`src/rtl/serial_word_feeder_if.sv`:
```
// Load/ready word handshake between an upstream word source and the serial feeder.
// The master offers Data with Load; the slave answers with Ready when it can take a word.
interface serial_word_feeder_if #(
  parameter int WIDTH = 16
);
  logic [WIDTH-1:0] Data;
  logic             Load;
  logic             Ready;

  modport master (output Data, output Load, input Ready);
  modport slave  (input Data, input Load, output Ready);
endinterface

```
`src/rtl/serial_word_feeder.sv`:
```
// Parallel-to-serial word feeder: LSB-first, one bit per clock, with a one-word hold buffer
// so a word offered before the last-bit edge streams out with no idle gap.
module serial_word_feeder #(
  parameter int   WIDTH    = 16,
  parameter logic IDLE_BIT = 1'b0,
  parameter int   CNT_W    = 8
) (
  input  logic                 Clk,
  input  logic                 Rst,
  serial_word_feeder_if.slave  up,
  output logic                 Out,
  output logic                 OutValid,
  output logic                 WordDone,
  output logic                 Busy,
  output logic [CNT_W-1:0]     WordCount
);

  localparam int IDX_W = $clog2(WIDTH);
  localparam logic [IDX_W-1:0] LAST_IDX = IDX_W'(WIDTH - 1);

  typedef enum logic {
    IDLE  = 1'b0,
    SHIFT = 1'b1
  } state_e;

  state_e             state_q, state_d;
  logic [WIDTH-1:0]   sreg_q, sreg_d;
  logic [IDX_W-1:0]   idx_q, idx_d;
  logic [WIDTH-1:0]   hold_q, hold_d;
  logic               hold_full_q, hold_full_d;
  logic [CNT_W-1:0]   cnt_q, cnt_d;

  logic accept;
  logic last_bit;

  // Ready depends only on hold_full_q, so accept never loops back into an output.
  assign accept   = up.Load && !hold_full_q;
  assign last_bit = (state_q == SHIFT) && (idx_q == LAST_IDX);

  always_ff @(posedge Clk) begin
    if (Rst) begin
      state_q     <= IDLE;
      sreg_q      <= '0;
      idx_q       <= '0;
      hold_q      <= '0;
      hold_full_q <= 1'b0;
      cnt_q       <= '0;
    end else begin
      state_q     <= state_d;
      sreg_q      <= sreg_d;
      idx_q       <= idx_d;
      hold_q      <= hold_d;
      hold_full_q <= hold_full_d;
      cnt_q       <= cnt_d;
    end
  end

  always_comb begin
    state_d     = state_q;
    sreg_d      = sreg_q;
    idx_d       = idx_q;
    hold_d      = hold_q;
    hold_full_d = hold_full_q;
    cnt_d       = cnt_q;
    case (state_q)
      IDLE: begin
        if (accept) begin
          sreg_d  = up.Data;
          idx_d   = '0;
          state_d = SHIFT;
        end
      end
      SHIFT: begin
        sreg_d = sreg_q >> 1;
        idx_d  = idx_q + 1'b1;
        if (last_bit) begin
          cnt_d = cnt_q + 1'b1;
          idx_d = '0;
          // A held word has priority; a fresh Load can only land here when hold is empty.
          if (hold_full_q) begin
            sreg_d      = hold_q;
            hold_full_d = 1'b0;
          end else if (accept) begin
            sreg_d = up.Data;
          end else begin
            state_d = IDLE;
          end
        end else if (accept) begin
          hold_d      = up.Data;
          hold_full_d = 1'b1;
        end
      end
      default: state_d = IDLE;
    endcase
  end

  always_comb begin
    logic shifting;
    shifting  = (state_q == SHIFT);
    up.Ready  = !hold_full_q;
    OutValid  = shifting;
    Out       = shifting ? sreg_q[0] : IDLE_BIT;
    WordDone  = shifting && (idx_q == LAST_IDX);
    Busy      = shifting || hold_full_q;
    WordCount = cnt_q;
  end

endmodule

```
`src/flat_wrapper.sv`:
```
// flat-port wrapper written by rule: the top's interface ports become plain ports
module serial_word_feeder_flat 
#(
  parameter int   WIDTH    = 16,
  parameter logic IDLE_BIT = 1'b0,
  parameter int   CNT_W    = 8
)
  (Clk, Rst, Out, OutValid, WordDone, Busy, WordCount, up_Data, up_Load, up_Ready);
  serial_word_feeder_if #(.WIDTH(WIDTH)) up_i ();
  input  logic Clk;
  input  logic Rst;
  output logic Out;
  output logic OutValid;
  output logic WordDone;
  output logic Busy;
  output logic [CNT_W-1:0] WordCount;
  input wire logic [$bits(up_i.Data)-1:0] up_Data;
  input wire logic [$bits(up_i.Load)-1:0] up_Load;
  output wire logic [$bits(up_i.Ready)-1:0] up_Ready;
  assign up_i.Data = up_Data;
  assign up_i.Load = up_Load;
  assign up_Ready = up_i.Ready;
  serial_word_feeder #(.WIDTH(WIDTH), .IDLE_BIT(IDLE_BIT), .CNT_W(CNT_W)) u_core (.Clk(Clk), .Rst(Rst), .up(up_i), .Out(Out), .OutValid(OutValid), .WordDone(WordDone), .Busy(Busy), .WordCount(WordCount));
endmodule
```
`config.mk`:
```
export PLATFORM = sky130hd
export DESIGN_NAME = serial_word_feeder_flat
export DESIGN_NICKNAME = d
export VERILOG_FILES = /design/src/rtl/serial_word_feeder_if.sv /design/src/rtl/serial_word_feeder.sv /design/src/flat_wrapper.sv
export SDC_FILE = /design/constraint.sdc
export NUM_CORES = 1
export LEC_CHECK = 0
export BUFFER_PORTS_ARGS = -buffer_cell sky130_fd_sc_hd__buf_2
export CORE_MARGIN = 2
export CORE_UTILIZATION = 55
export CTS_BUF_LIST = sky130_fd_sc_hd__clkbuf_8
export CTS_CLUSTER_DIAMETER = 80
export DETAILED_ROUTE_END_ITERATION = 7
export PLACE_DENSITY = 0.78
export SETUP_SLACK_MARGIN = 0.15
export SYNTH_ARGS = -nofsm -noshare
export SYNTH_HDL_FRONTEND = slang
export SYNTH_SLANG_ARGS = --single-unit
```
`constraint.sdc`:
```
create_clock -name Clk -period 5.2 [get_ports Clk]
set_clock_uncertainty 0.15 [all_clocks]
set_input_delay 0.78 -clock Clk [delete_from_list [all_inputs] [get_ports Clk]]
set_output_delay 0.78 -clock Clk [all_outputs]
set_load 0.03 [all_outputs]
```
Word level (Yosys, flattened, before mapping). Cells that the tools add are included.

Add/sub/neg operators: 2. Eq/ne operators: 2. Mux-type cells: 15. Bitwise logic cells: 2. Reductions and logical operators: 8.

Operators by type and width (number): 16-bit two-way mux (4); 16-bit one-hot mux with 2 select lines (1); 8-bit by 1-bit adder with 8-bit output, second input constant (1); 4-bit two-way mux (2); 4-bit one-hot mux with 2 select lines (1); 1-bit two-way mux (6); 4-bit by 1-bit adder with 4-bit output, second input constant (1); 4-bit equality test, second input constant (1); 2-bit AND reduction (2); 3-bit AND reduction (1); 1-bit logical AND (2); 2-bit by 1-bit != test with 1-bit output, second input constant (1); 1-bit inverter (2); 1-bit one-hot mux with 2 select lines (1); 2-bit nonzero test (1); 1-bit logical NOT (1); 1-bit logical OR (1).

Register bits after elaboration: 46. Input port bits: 19. Output and inout port bits: 13. Logic and storage cells: 35.

Depth between registers and ports, before layout.
Depth after elaboration: 6. Depth in mapped cells: 7.

Least setup slack after synthesis. No wires, ideal clock.

Path kind: reg2out. Start point: register u_core.state_q, in the netlist u_core.OutValid. End point: output Out. Arrival: 1.401 ns. Setup slack: 2.869 ns. Stages on the path, launching flop included: 5. Cells stage by stage: dfxtp_1 > buf_4 > buf_2 > buf_2 > and2_1.

Cells in the longest elaborated chain, start to end: 1.

RTL lines: start, declared (RTL line serial_word_feeder.sv:26) `state_e state_q, state_d;`; start signal, assigned (RTL line serial_word_feeder.sv:49) `state_q <= state_d;`; 1-bit two-way mux (RTL line serial_word_feeder.sv:102) `Out = shifting ? sreg_q[0] : IDLE_BIT;`; end, declared (RTL line flat_wrapper.sv:12) `output logic Out;`.

Every way passes these cells.

Worst setup path in the final report.
Start point: register u_core.state_q, in the netlist u_core.OutValid. End point: output WordDone.

Cells in the longest elaborated chain, start to end: 1.

RTL lines: 1-bit logical AND (RTL line serial_word_feeder.sv:103) `WordDone = shifting && (idx_q == LAST_IDX);`; end, declared (RTL line flat_wrapper.sv:14) `output logic WordDone;`.

Every way passes these cells.

==> run_results.csv <==
group,metric,value,unit
cells_and_area,stdcell_count,288,
grt,antenna_found_initial,0,
sta,slew_viol_final,0,
synthesis,synth_fa_ha_area_share,1.193,%
worst_setup_path,end_kind,"output port",
worst_setup_path,path_cells,"nand4_4 > inv_4 > buf_2",
clocking,clkLatencyLatePin,0.30,ns
pwr,sw_frac_of_total,24.92,%
floorplan,core,3661,sq um
clocking,cts_hold_buf,0,
floorplan,die_h,65.77,microns
synthesis,synthesis.nets,237,
floorplan,num_rows,22,
worst_setup_path,critical_path_arrival,1.92,ns
cells_and_area,drive_gt1_share,21.25,%
worst_setup_path,crit_type,"reg2out",
place,hpwl,2.828,mm
grt,grt_start_max_net_pins,54,
sta,timing.fmax,350.3,MHz
route,drc_errors,0,
cells_and_area,syn_to_final_growth,11.21,%
synthesis,syn_inst,216,
synthesis,seq_area_frac_synth,43.89,%
grt,grt_pass1_vias,1576,
clocking,clkTransAtPathRegs,0.08,ns
clocking,cts_htree_levels,2,
pwr,peakVddDrop,179.3,uV
cells_and_area,multi_input_area,1066,sq um
synthesis,synth_seq_cells,46,
sta,tns,0,ns
sta,hold_viol,0,
pwr,p_leak,0.9882,nW
sta,relSlewSlack,35.37,%
worst_hold_path,hold_class,"reg2reg",
floorplan,die_w,65.77,microns
synthesis,synth_most_common_cell,"dfxtp_1",
flow_run,drv_cap,0,
place,io_buffers,31,
pwr,power_frac_clock,35.5,%
route,drt-initial-drc-count,64,
clocking,cts_resized,0,
floorplan,io_pins,32,
synthesis,yosys.area_share.simple,15.32,%
synthesis,synth_warnings,0,
synthesis,synth_area_leader_cell,"dfxtp_1",
synthesis,synth-edff-count,0,
grt,grt_pass1_wl,7.362,mm
place,dp_cells,280,
synthesis,synthMuxAreaShare,8.110,%
sta,holdWs,0.3487,ns
cells_and_area,nFillCells,320,
clocking,cts.sinks,46,
grt,track_usage,22.41,%
sta,tightest_slew,0.9681,ns
sta,rsz0062_at_grt,"false",
synthesis,synth_top_family_by_area,"compound AO/OA/AOI/OAI gates",
synthesis,async_reset_ff_share,0,%
pwr,p_per_area,311.0,nW/um^2
synthesis,synth_common_cells,"dfxtp_1 (46), a22oi_1 (24), nor2_1 (24)",
pwr,p_total,0.7257,mW
synthesis,synth_xor_area_share,2.504,%
clocking,root_buffer,"clkbuf_8",
place,gp_congestion,0.7550,
clocking,cts_buffer_depth,2,
worst_setup_path,cp_top_family,"flip-flops",
route,wl_per_cell,15.10,microns
clocking,cts_tree,"done",
synthesis,syn_area_per_cell,9.714,sq um
worst_setup_path,crit_fanout,24,
synthesis,synth-compound-area-share,23.67,%
floorplan,start_util,57.31,%
worst_setup_path,startpoint_type,"flop",
cells_and_area,seq_area,920.9,sq um
worst_setup_path,critPathMaxStageDelay,0.96,ns
route,drt_wl_total,4.348,mm
synthesis,synthTopCellsByArea,"dfxtp_1 (44%), a22oi_1 (8.6%), mux2i_1 (8.1%)",
sta,period_needed,2.855,ns
route,via_per_inst,5.889,
clocking,cts_inserted_buffers,5,
grt,grt_remaining_overflow,0,
pwr,p_int,0.5448,mW
run_status,status,"finished, final reports clean",
synthesis,synth_top_area_share,43.89,%
route,via_count,1696,
pwr,switching_power,0.1809,mW
pwr,combPwrFrac,11.7,%
pwr,pwr-share-seq,52.7,%
worst_setup_path,crit_buf_inv,2,
synthesis,synth-main-ff-cell,"dfxtp_1",
route,postRouteAntennaNets,0,
sta,setup_viol,0,
cells_and_area,num_antenna_cells,0,
worst_setup_path,slowest_stage,"dfxtp_1",
route,drtPass1Iterations,5,
sta,fin_crit_sh,54.90,%
cells_and_area,utilization,63.74,%
cells_and_area,final_nets,260,
floorplan,fp.dieArea,4325,sq um
synthesis,ys_types,43,
synthesis,synth_area,2098,sq um
worst_setup_path,critPathRequiredTime,4.27,ns
clocking,post_cts_buffers,0,
## cells by family after synthesis
group | Yosys count
xor gates and xnor gates | 6
adders and majority gates | 2
DFF | 46
AOI/OAI and AO/OA | 68
and+or+nand+nor | 58
muxes | 17
buffers and inverters | 19
## through the flow
stage                     instance area (sq um)  worst slack [ns]
final                                      2333             2.345
after global routing                       2333             2.162
after CTS                                  2333             2.345
after detailed placement                   2223             2.638
after global placement                     2223             2.657
after floorplan                            2098             2.869
## power by group through the flow
| stage | Sequential (mW) | Clock [mW] | Combinational (mW) |
|---|---|---|---|
| floorplan | 0.383 | 0 | 0.0709 |
| detailed placement | 0.391 | 0 | 0.0844 |
| global route | 0.385 | 0.279 | 0.0939 |
| finish | 0.383 | 0.258 | 0.0849 |
| global placement | 0.391 | 0 | 0.0834 |
| CTS | 0.383 | 0.263 | 0.0852 |
## worst paths after layout
path	start	end	slack, ns	cells after the start
hold / removal	u_core.hold_q[15]$_SDFFE_PP0P_	u_core.hold_q[15]$_SDFFE_PP0P_	0.35	2
setup reg to reg	u_core.OutValid$_SDFF_PP0_	u_core.sreg_q[14]$_SDFFE_PP0P_	2.98	5
hold reg to reg	u_core.hold_q[15]$_SDFFE_PP0P_	u_core.hold_q[15]$_SDFFE_PP0P_	0.35	2
setup / recovery	u_core.OutValid$_SDFF_PP0_	WordDone	2.35	3
## layout make-up
cell class	count	area share, %
inverter	3	0.5898
clock inverter	3	1.769
multi-input combinational	151	45.68
timing repair buffer	32	6.971
tap	48	2.574
sequential	46	39.46
clock buffer	5	2.949
## layout by cell type (no fill, tap or decap), types with 2 or more instances in the layout
master	synthesis	routed
o31ai_2	2	2
clkbuf_8	0	5
a22oi_1	24	24
o31ai_1	4	4
ha_1	2	2
nor3_1	3	3
a22o_1	6	6
nand4_1	3	3
xnor2_1	3	3
buf_2	3	31
o22ai_1	9	9
inv_1	2	3
nand3b_1	6	6
nand2b_1	3	3
xor2_1	3	3
o21ai_0	2	2
dfxtp_1	46	46
or2_2	2	2
nor2_1	24	24
a311oi_1	2	2
a21oi_1	13	13
mux2i_1	17	17
nand2_1	6	6
nand3_1	2	2
## tightest hold or removal path: stages, from the launching register on
cell     delay [ns]
dfxtp_1        0.33
mux2i_1        0.07
nor2_1         0.07
## sequential cells by signal, summed over array words and instances (netlist names)
register and flops:
u_core.hold_full_q 1, u_core.sreg_q 16, u_core.idx_q 4, u_core.WordCount 8, u_core.hold_q 16, u_core.OutValid 1
## metal layers
metal / track usage, % / share of wire (%) / up-vias
li1: - / - / 844
met1: 31.10 / 48 / 809
met2: 33.21 / 45 / 37
met3: 4.281 / 5.5 / 6
met4: 10.94 / 1.7 / 0
met5: 0 / 0 / -
(Power assumes the default switching activity.)
